--- config.mk ---
export PLATFORM = sky130hd
export DESIGN_NAME = store_buffer
export DESIGN_NICKNAME = d
export VERILOG_FILES = /design/src/rtl/sb_pkg.sv /design/src/rtl/sb_fwd_match.sv /design/src/rtl/store_buffer.sv
export SDC_FILE = /design/constraint.sdc
export NUM_CORES = 1
export LEC_CHECK = 0
export BUFFER_PORTS_ARGS = -buffer_cell sky130_fd_sc_hd__buf_2
export CAP_MARGIN = 5
export CORE_UTILIZATION = 55
export CTS_CLUSTER_SIZE = 16
export DETAILED_ROUTE_END_ITERATION = 6
export PLACE_DENSITY = 0.73
export SETUP_SLACK_MARGIN = 0.2
export SYNTH_ARGS = -nofsm -noshare
export SYNTH_HDL_FRONTEND = slang
export SYNTH_SLANG_ARGS = --single-unit
--- constraint.sdc ---
create_clock -name clk -period 10.2 [get_ports clk]
set_input_delay 1.02 -clock clk [delete_from_list [all_inputs] [get_ports clk]]
set_output_delay 1.02 -clock clk [all_outputs]
set_load 0.005 [all_outputs]
--- src/rtl/sb_pkg.sv ---
// Shared definitions for the store buffer: default widths, the buffered
// entry layout and the pointer width for the default depth.
package sb_pkg;

  localparam int SB_DEPTH  = 4;
  localparam int SB_ADDR_W = 32;
  localparam int SB_DATA_W = 32;
  localparam int SB_PTR_W  = $clog2(SB_DEPTH);

  typedef struct packed {
    logic                 valid;
    logic [SB_ADDR_W-1:0] addr;
    logic [SB_DATA_W-1:0] data;
  } sb_entry_t;

endpackage

--- src/rtl/sb_fwd_match.sv ---
// Youngest-first address match of a load against the buffered stores and
// the store arriving in the same cycle (which is younger than all entries).
module sb_fwd_match
  import sb_pkg::*;
#(
  parameter int DEPTH  = SB_DEPTH,
  parameter int ADDR_W = SB_ADDR_W,
  parameter int DATA_W = SB_DATA_W
) (
  input  logic [DEPTH-1:0]             ent_valid,
  input  logic [DEPTH-1:0][ADDR_W-1:0] ent_addr,
  input  logic [DEPTH-1:0][DATA_W-1:0] ent_data,
  input  logic [$clog2(DEPTH)-1:0]     head,
  input  logic                         st_valid,
  input  logic [ADDR_W-1:0]            st_addr,
  input  logic [DATA_W-1:0]            st_data,
  input  logic [ADDR_W-1:0]            ld_addr,
  output logic                         hit,
  output logic [DATA_W-1:0]            data
);

  localparam int PTR_W = $clog2(DEPTH);

  logic [PTR_W-1:0] idx;

  // Walk oldest to youngest from head so later matches override earlier ones.
  always_comb begin
    hit  = 1'b0;
    data = '0;
    idx  = '0;
    for (int i = 0; i < DEPTH; i++) begin
      idx = head + PTR_W'(i);
      if (ent_valid[idx] && (ent_addr[idx] == ld_addr)) begin
        hit  = 1'b1;
        data = ent_data[idx];
      end
    end
    if (st_valid && (st_addr == ld_addr)) begin
      hit  = 1'b1;
      data = st_data;
    end
  end

endmodule

--- src/rtl/store_buffer.sv ---
// Store buffer in front of the word-addressed data memory: queues stores,
// drains them one per free memory cycle and forwards to loads.
// Optional macro STORE_BUFFER_COALESCE_EN merges a store into the youngest
// entry when the addresses match.
module store_buffer
  import sb_pkg::*;
#(
  parameter int DEPTH  = SB_DEPTH,
  parameter int ADDR_W = SB_ADDR_W,
  parameter int DATA_W = SB_DATA_W
) (
  input  logic              clk,
  input  logic              rst,
  input  logic              in_st_valid,
  input  logic [ADDR_W-1:0] in_st_addr,
  input  logic [DATA_W-1:0] in_st_data,
  output logic              out_st_ready,
  input  logic              in_ld_valid,
  input  logic [ADDR_W-1:0] in_ld_addr,
  output logic              out_ld_ready,
  output logic              out_ld_done,
  output logic [DATA_W-1:0] out_ld_data,
  input  logic              in_flush,
  output logic              out_empty,
  output logic              out_mem_read,
  output logic              out_mem_write,
  output logic [ADDR_W-1:0] out_mem_addr,
  output logic [DATA_W-1:0] out_mem_data,
  input  logic [DATA_W-1:0] in_mem_data
);

  localparam int PTR_W = $clog2(DEPTH);
  localparam logic [PTR_W:0] FULL_CNT = (PTR_W+1)'(DEPTH);

  logic [PTR_W:0]               count;
  logic [PTR_W-1:0]             head, tail, ytail;
  logic [DEPTH-1:0]             ent_valid;
  logic [DEPTH-1:0][ADDR_W-1:0] ent_addr;
  logic [DEPTH-1:0][DATA_W-1:0] ent_data;
  logic                         full, ld_acc, st_acc, coal, alloc, drain;
  logic                         fwd_hit;
  logic [DATA_W-1:0]            fwd_data;
  logic                         vld_p0, hit_p0;
  logic [DATA_W-1:0]            fwd_data_p0;

  assign full  = (count == FULL_CNT);
  assign ytail = tail - PTR_W'(1);

  sb_fwd_match #(.DEPTH(DEPTH), .ADDR_W(ADDR_W), .DATA_W(DATA_W)) u_fwd (
    .ent_valid (ent_valid),
    .ent_addr  (ent_addr),
    .ent_data  (ent_data),
    .head      (head),
    .st_valid  (in_st_valid && !in_flush && !rst),
    .st_addr   (in_st_addr),
    .st_data   (in_st_data),
    .ld_addr   (in_ld_addr),
    .hit       (fwd_hit),
    .data      (fwd_data)
  );

  // A full buffer or a flush gives the port to the drain; otherwise a load
  // that misses owns it. Draining is held off during reset so discarded
  // stores never reach memory.
  assign out_ld_ready  = !(full || in_flush);
  assign ld_acc        = in_ld_valid && out_ld_ready;
  assign out_mem_read  = ld_acc && !fwd_hit;
  assign drain         = (count != '0) && !out_mem_read && !rst;
  assign out_mem_write = drain;

`ifdef STORE_BUFFER_COALESCE_EN
  assign coal = in_st_valid && !in_flush && (count != '0) && ent_valid[ytail] &&
                (ent_addr[ytail] == in_st_addr) && !(drain && (ytail == head));
`else
  assign coal = 1'b0;
`endif

  assign out_st_ready = ((!full && !in_flush) || coal) && !rst;
  assign st_acc       = in_st_valid && out_st_ready;
  assign alloc        = st_acc && !coal;
  assign out_empty    = (count == '0);
  assign out_ld_done  = vld_p0;
  assign out_ld_data  = vld_p0 ? (hit_p0 ? fwd_data_p0 : in_mem_data) : '0;

  // Memory pin mux; pins idle at zero when neither access is issued.
  always_comb begin
    out_mem_addr = '0;
    out_mem_data = '0;
    if (drain) begin
      out_mem_addr = ent_addr[head];
      out_mem_data = ent_data[head];
    end else if (out_mem_read) begin
      out_mem_addr = in_ld_addr;
    end
  end

  // Control state: pointers, occupancy, entry valid bits, load result valid.
  always_ff @(posedge clk) begin
    if (rst) begin
      count     <= '0;
      head      <= '0;
      tail      <= '0;
      ent_valid <= '0;
      vld_p0    <= 1'b0;
    end else begin
      if (drain) begin
        ent_valid[head] <= 1'b0;
        head            <= head + PTR_W'(1);
      end
      if (alloc) begin
        ent_valid[tail] <= 1'b1;
        tail            <= tail + PTR_W'(1);
      end
      case ({alloc, drain})
        2'b10:   count <= count + (PTR_W+1)'(1);
        2'b01:   count <= count - (PTR_W+1)'(1);
        default: count <= count;
      endcase
      vld_p0 <= ld_acc;
    end
  end

  // Datapath: entry payloads and the forwarded value for next cycle.
  always_ff @(posedge clk) begin
    if (alloc) begin
      ent_addr[tail] <= in_st_addr;
      ent_data[tail] <= in_st_data;
    end
    if (coal) ent_data[ytail] <= in_st_data;
    // stage p0: load result selection registered
    hit_p0      <= fwd_hit;
    fwd_data_p0 <= fwd_data;
  end

endmodule
==> Word level (Yosys, flattened, before mapping) <==
Cells that the tools add are included.
{ "classes": {"add_sub_neg": 6, "n_mul": 0, "div_mod_pow": 0, "order_cmp": 7, "eq_ne": 8, "shift": 0, "mux": 51, "bitwise_logic": 3, "reduce_logical": 26} }
{ "op_table": {"columns": ["cell", "count"], "rows": [
  ["$mux W32", 19],
  ["$bmux W32 S2", 8],
  ["$bwmux W128", 2],
  ["$eq A32 B32 Y1", 5],
  ["$demux W32 S2", 1],
  ["$logic_and A1 B1 Y1", 16],
  ["$lt A2 B3 Y1 const B", 5],
  ["$mux W4", 3],
  ["$mux W1", 11],
  ["$bmux W1 S2", 4],
  ["$logic_not A1 Y1", 6],
  ["$pmux W3 S2", 1],
  ["$add A2 B1 Y2 const B", 2],
  ["$add A2 B2 Y2 const B", 2],
  ["$and A4 B4 Y4", 1],
  ["$demux W1 S2", 2],
  ["$ge A2 B1 Y1 const B", 2],
  ["$not A4 Y4", 1],
  ["$or A4 B4 Y4", 1],
  ["$add A3 B1 Y3 const B", 1],
  ["$eq A3 B3 Y1 const B", 1],
  ["$logic_not A3 Y1", 1],
  ["$reduce_bool A3 Y1", 1],
  ["$sub A3 B1 Y3 const B", 1],
  ["other kinds (4)", 4]
]} }
{ "word_totals": {"reg_bits": 301, "latchBits": 0, "ram_bits": 0, "mem_bits_ro": 0, "input_bits": 133, "out_inout_bits": 102, "memories": 0} }

==> Longest topological paths before layout <==
{ "depth": {"word_depth": 18, "ltp_mapped": 26, "ltp_nobuf": 16} }

==> Cells and area by module <==
Synthesis repeated with hierarchy kept, for this count alone.
{ "unflattened": {"hier_cells": 1893, "hier_area_um2": 21684.5} }
{ "by_module_without_submodules": {"columns": ["mod", "n_inst", "cells_per_inst", "area_each_um2"], "rows": [
  ["store_buffer", 1, 599, 11717.5],
  ["sb_fwd_match", 1, 1294, 9967.1]
]} }

==> Least setup slack after synthesis <==
No wires, ideal clock.
{ "synth_timing": {"path_type": "register -> register", "from": "reg head[1]", "to": "reg count[2]", "arrival_time_ns": 5.539, "t_required_ns": 10.129, "setup_slack_ns": 4.591, "path_stages_with_launch": 27, "path_buffers": 10, "cell_sequence": "dfxtp_1 -> buf_2 -> clkinv_1 -> clkbuf_1 -> clkbuf_1 -> clkbuf_1 -> ha_1 -> buf_4 -> buf_6 -> buf_4 -> buf_4 -> mux4_2 -> xor2_1 -> nor4_1 -> nand4_1 -> o31ai_2 -> a31oi_4 -> and2_4 -> buf_6 -> buf_6 -> nor2_1 -> ha_1 -> inv_1 -> fa_1 -> xor2_1 -> or3_1 -> a21oi_1"} }
{ "synth_between": {"elab_chain_cells": 16, "elab_cells_between_ends": 41, "classes_between": "3 x add/sub; 6 x eq/ne; 22 x mux; 10 x reduce/logical"} }
{ "synth_lines": {"columns": ["item", "line", "source"], "rows": [
  ["from (decl)", "store_buffer.sv:36", "logic [PTR_W-1:0] head, tail, ytail;"],
  ["from (signal assigned)", "store_buffer.sv:108", "head <= head + PTR_W'(1);"],
  ["$add A2 B1 Y2 / $bmux W32 S2 (equally long branches)", "sb_fwd_match.sv:32, sb_fwd_match.sv:33", null],
  ["$bmux W32 S2 / $mux W32 (equally long branches)", "sb_fwd_match.sv:33", "if (ent_valid[idx] && (ent_addr[idx] == ld_addr)) begin"],
  ["$mux W32 (not written as such) / $eq A32 B32 Y1 (equally long branches)", "sb_fwd_match.sv:33", null],
  ["$eq A32 B32 Y1 / $logic_and A1 B1 Y1 (equally long branches)", "sb_fwd_match.sv:33", null],
  ["$logic_and A1 B1 Y1 / $mux W1 (equally long branches)", "sb_fwd_match.sv:33", null],
  ["$mux W1 (2 in a row)", "sb_fwd_match.sv:33", null],
  ["$mux W1 (*)", "sb_fwd_match.sv:33", null],
  ["$mux W1 (*)", "sb_fwd_match.sv:38", "if (st_valid && (st_addr == ld_addr)) begin"],
  ["$logic_not A1 Y1 (*)", "store_buffer.sv:67", "assign out_mem_read = ld_acc && !fwd_hit;"],
  ["$logic_and A1 B1 Y1 (*)", "store_buffer.sv:67", null],
  ["via out_mem_read", "store_buffer.sv:25", "output logic out_mem_read,"],
  ["$logic_not A1 Y1 (*)", "store_buffer.sv:68", "assign drain = (count != '0) && !out_mem_read && !rst;"],
  ["$logic_and A1 B1 Y1 (*) (2 in a row)", "store_buffer.sv:68", null],
  ["via out_mem_write", "store_buffer.sv:26", "output logic out_mem_write,"],
  ["$eq A2 B1 Y1 / $eq A2 B2 Y1 (equally long branches)", "store_buffer.sv:114", "case ({alloc, drain})"],
  ["$pmux W3 S2 / $reduce_bool A2 Y1 (equally long branches)", null, null],
  ["to (signal assigned)", "store_buffer.sv:115", "2'b10: count <= count + (PTR_W+1)'(1);"],
  ["to (signal assigned)", "store_buffer.sv:116", "2'b01: count <= count - (PTR_W+1)'(1);"],
  ["to (signal assigned)", "store_buffer.sv:117", "default: count <= count;"],
  ["to (decl)", "store_buffer.sv:35", "logic [PTR_W:0] count;"]
]} }
Mark *: on every way through the listed nets, which the timed path passes. The rest lies on a longest branch. The select of a mux whose other input is x is not followed.
A chain may end at the register's enable or synchronous reset.

==> Worst setup path in the final report <==
{ "layout_timing": {"from": "reg head[1]", "to": "out out_mem_addr[19]"} }
{ "layout_between": {"elab_chain_cells": 15, "elab_cells_between_ends": 39, "classes_between": "3 x add/sub; 4 x eq/ne; 23 x mux; 9 x reduce/logical"} }
{ "layout_lines": {"columns": ["item", "line", "source"], "rows": [
  ["$add A2 B1 Y2 / $bmux W32 S2 (equally long branches)", "sb_fwd_match.sv:32, sb_fwd_match.sv:33, store_buffer.sv:90", null],
  ["$bmux W32 S2 / $mux W32 (equally long branches)", "sb_fwd_match.sv:33, store_buffer.sv:90", null],
  ["$mux W32 (not written as such) / $eq A32 B32 Y1 (equally long branches)", "sb_fwd_match.sv:33", null],
  ["$eq A32 B32 Y1 / $logic_and A1 B1 Y1 (equally long branches)", "sb_fwd_match.sv:33", null],
  ["$logic_and A1 B1 Y1 / $mux W1 (equally long branches)", "sb_fwd_match.sv:33", null],
  ["$mux W1 (3 in a row)", "sb_fwd_match.sv:33", null],
  ["$mux W1", "sb_fwd_match.sv:38", null],
  ["$logic_not A1 Y1", "store_buffer.sv:67", null],
  ["$logic_and A1 B1 Y1", "store_buffer.sv:67", null],
  ["$logic_not A1 Y1", "store_buffer.sv:68", null],
  ["$logic_and A1 B1 Y1 (2 in a row)", "store_buffer.sv:68", null],
  ["$mux W32 (*)", "store_buffer.sv:89", "if (drain) begin"],
  ["to (decl)", "store_buffer.sv:27", "output logic [ADDR_W-1:0] out_mem_addr,"]
]} }
Mark *: on every way between the ends. The rest lies on a longest branch, timed or not. The select of a mux whose other input is x is not followed.

==> metrics.txt <==
synthesized cell area ~20000 um2; Final Instance Area ~22000 um2; cell seen most often among critical-path stages buf_4; run status finished, final reports clean; number of global-route vias before repair 14230; placed standard-cell area about 21000 um2; top cell types by occurrence after synthesis 256 x edfxtp_1, 149 x mux4_2, 126 x mux2i_1; Peak VDD IR between 100 and 150 uV; Area Overhead vs Synth 11.95%; CP Data Arrival Time around 6.4 ns; final-layout fill cell count between 2000 and 3000; final hold violation count 0; depth of the worst hold-timing path 2; number of storage elements in the synthesis netlist 301; effective utilization at floorplan 0.5599; average cell area after synthesis about 12 um2; area occupied by registers approximately 8600 um2; gate count of the mapped netlist ~1600; share of layout cells above drive strength 1 0.3173; total core area approximately 36000 um2; setup repair after global routing missed its margin no; post-route clock skew around 0.014 ns; share of Yosys cell area claimed by the top area cell type 0.3860; Total Die Area ~37000 um2; fraction of the cycle the final worst path needs 0.7273; maximum number of buffers from clock root to sink 3; number of clock sinks between 300 and 400; multi-input combinational cell area between 10000 and 15000 um2; post-CTS setup-driven buffer insertion count 0; switching power ~1.1 mW; clock root buffer clkbuf_16; count of flip-flops with a built-in enable after synthesis 256; last weighted congestion value of the routability-driven placer roughly 0.96; leakage power of the design roughly 7.3 nW; Max Clock Freq between 0.1 and 0.15 GHz; register clock-pin slew on the reported worst setup and hold paths roughly 0.060 ns; remaining number of nets flagged by the antenna check after routing 0; cell types with the largest area share after synthesis edfxtp_1 39%, mux4_2 17%, mux2i_1 6.3%, dfxtp_1 4.5%, xnor2_1 3.9%; max-cap check violation count 0; Gates resized, CTS repair 0; CP startpoint kind flip-flop; routed via count about 15000; fraction of power consumed by sequential logic 0.372; fraction of registers with async set or reset after synthesis 0; length of the first detailed-routing pass in iterations 5; Die Ht 192.3 um; total clock buffers created by CTS 35; largest net degree at the start of global routing 91; final global-route overflow total 0; Final Critical Period between 7 and 8 ns; number of nets produced by synthesis around 1700; Power Density approximately 170 nW/um2; crit path max fanout 66; depth of the worst register-to-register path 18; initial antenna violation count 4; worst relative slew slack 0.2234; hold-fix buffers at CTS 0; number of buffers inserted by port buffering 234; ordered list of cells on the worst path inv_2, ha_4, buf_4, clkinv_1, mux2i_1, nand4_1, a21oi_1, and3_1, buf_4, a211oi_2, buf_4, and2_4, mux2_1, buf_2; endpoint kind of the worst setup timing path primary output; Yosys Warn Count 0; Sw Ratio 0.2944; Tightest Hold Check Type flip-flop to flip-flop; Combinational Power Share 0.285; worst setup path category flip-flop to primary output; data required time of the critical path around 9 ns; cell row count 69; sequential fraction of the synthesis area 0.4313; prevailing post-synth register cell edfxtp_1; htree depth 2; first-pass GRT wire length ~84 mm; starting DRC count in detailed routing 1465; Via-to-Cell Ratio between 6 and 7; clock group share of total power 0.343; die width slightly below 200 um; number of pins with negative max-slew slack in the final report 0; number of placed I/O pins approximately 240; insertion delay to the later sink of the worst-skew pair 0.53 ns; top-count cell post-synth edfxtp_1; total wire length after detailed routing approximately 56 mm; Setup-failing EPs final 0; Total Neg Setup Slack 0 ns; Power Internal approximately 2.6 mW; CTS tree yes; count of different cell masters after synthesis 70; overall routing resource usage 0.3040; dominant cell type by area after synthesis edfxtp_1; largest incremental delay on the critical path 0.91 ns; Remaining DRCs 0; fin nets between 1500 and 2000; DPL Wire Length 36.78 mm; Worst Tran Pin Value ~1.2 ns; average wire per cell in the routed design 25.02 um; master of the slowest instance on the critical path and2_4
[final cells by class]
cell class	instances	area share
Tap cell	461	0.02587
Timing Repair Buffer	258	0.06061
Antenna cell	6	0.0006735
Inverter	23	0.003872
Clock inverter	18	0.008699
Multi-Input combinational cell	1125	0.4717
Sequential cell	301	0.3856
Clock buffer	46	0.04299
[cell families (layout without fill, tap and decap cells)]
group                    after synthesis  in the layout  share of synthesized area
AND/OR/NAND/NOR                      415            415                     0.1165
multiplexers                         326            326                     0.2625
flip-flops                           301            301                     0.4313
AO/OA/AOI/OAI                        221            221                    0.07364
buffers and inverters                173            345                    0.04216
XOR/XNOR                             153            153                    0.06729
adder cells (fa/ha/maj)               10             10                   0.006660
other                                  0              6                          0
[metrics by stage]
step	total power, mW	worst slack [ns]	std cells	hold WS, ns	util
3_3_place_gp	2.415	3.539	2168	0.5085	0.5940
3_5_place_dp	2.430	3.312	2168	0.5205	0.5940
5_1_grt	3.817	2.343	2236	0.5457	0.6266
6_report	3.679	2.781	2238	0.5291	0.6268
2_1_floorplan	2.212	4.591	1599	0.4841	-
4_1_cts	3.691	2.758	2232	0.5276	0.6264
[flip-flops by register name, indices dropped and copies added (netlist names)]
name         flops
fwd_data_p0     32
ent_addr       128
ent_valid        4
tail             2
out_ld_done      1
ent_data       128
head             2
hit_p0           1
count            3
[path summary, 6_finish.rpt]
| path | start | end | slack (ns) |
|---|---|---|---|
| max | head[1]$_SDFFE_PP0P_ | out_mem_addr[19] | 2.78 |
| min | count[2]$_SDFFE_PP0P_ | count[2]$_SDFFE_PP0P_ | 0.53 |
| max reg2reg | head[1]$_SDFFE_PP0P_ | count[2]$_SDFFE_PP0P_ | 3.39 |
| min reg2reg | count[2]$_SDFFE_PP0P_ | count[2]$_SDFFE_PP0P_ | 0.53 |
[placed cells by master, fill, tap and decap left out, types with 6 or more instances in the layout]
master,n
and3_1,13
ha_1,8
clkbuf_1,8
nor2b_1,34
o21ai_0,44
buf_2,234
a211oi_1,7
edfxtp_1,256
mux2i_1,126
a21oi_1,47
nor2_1,55
nand4_1,16
o221ai_1,32
inv_1,17
nor4_1,21
nand2_1,117
mux2_4,6
a31oi_1,30
o21ai_1,6
nand2b_1,39
o22ai_1,12
xnor2_1,88
xor2_1,65
nand3b_1,30
buf_4,24
nand3_1,30
diode_2,6
mux4_2,149
nor3_1,9
clkinv_2,6
mux2_2,38
dfxtp_1,42
nor3_2,30
clkbuf_16,36
[per-layer routing]
layer / vias to the layer above / global-route usage / part of all wire
met5: - / 0 / 0
met4: 0 / 0.1339 / 0.041
met3: 154 / 0.05310 / 0.094
met2: 854 / 0.4889 / 0.48
met1: 7228 / 0.4058 / 0.39
li1: 6479 / - / -
[worst max-delay path: cells and delay by family (launching register included)]
| kind | cells | cell delay [ns] |
|---|---|---|
| multiplexers | 2 | 0.63 |
| flip-flops | 1 | 0.61 |
| AND/OR/NAND/NOR | 3 | 1.16 |
| buffers and inverters | 6 | 2.29 |
| AO/OA/AOI/OAI | 2 | 0.25 |
| adder cells (fa/ha/maj) | 1 | 0.83 |
[power groups by stage]
stage,logic [mW],clock network [mW],registers (mW)
floorplan,0.826,0,1.39
global placement,1.02,0,1.39
detailed placement,1.03,0,1.40
CTS,1.04,1.28,1.37
global route,1.12,1.33,1.37
finish,1.05,1.26,1.37
Power figures use the tool's default switching activity.
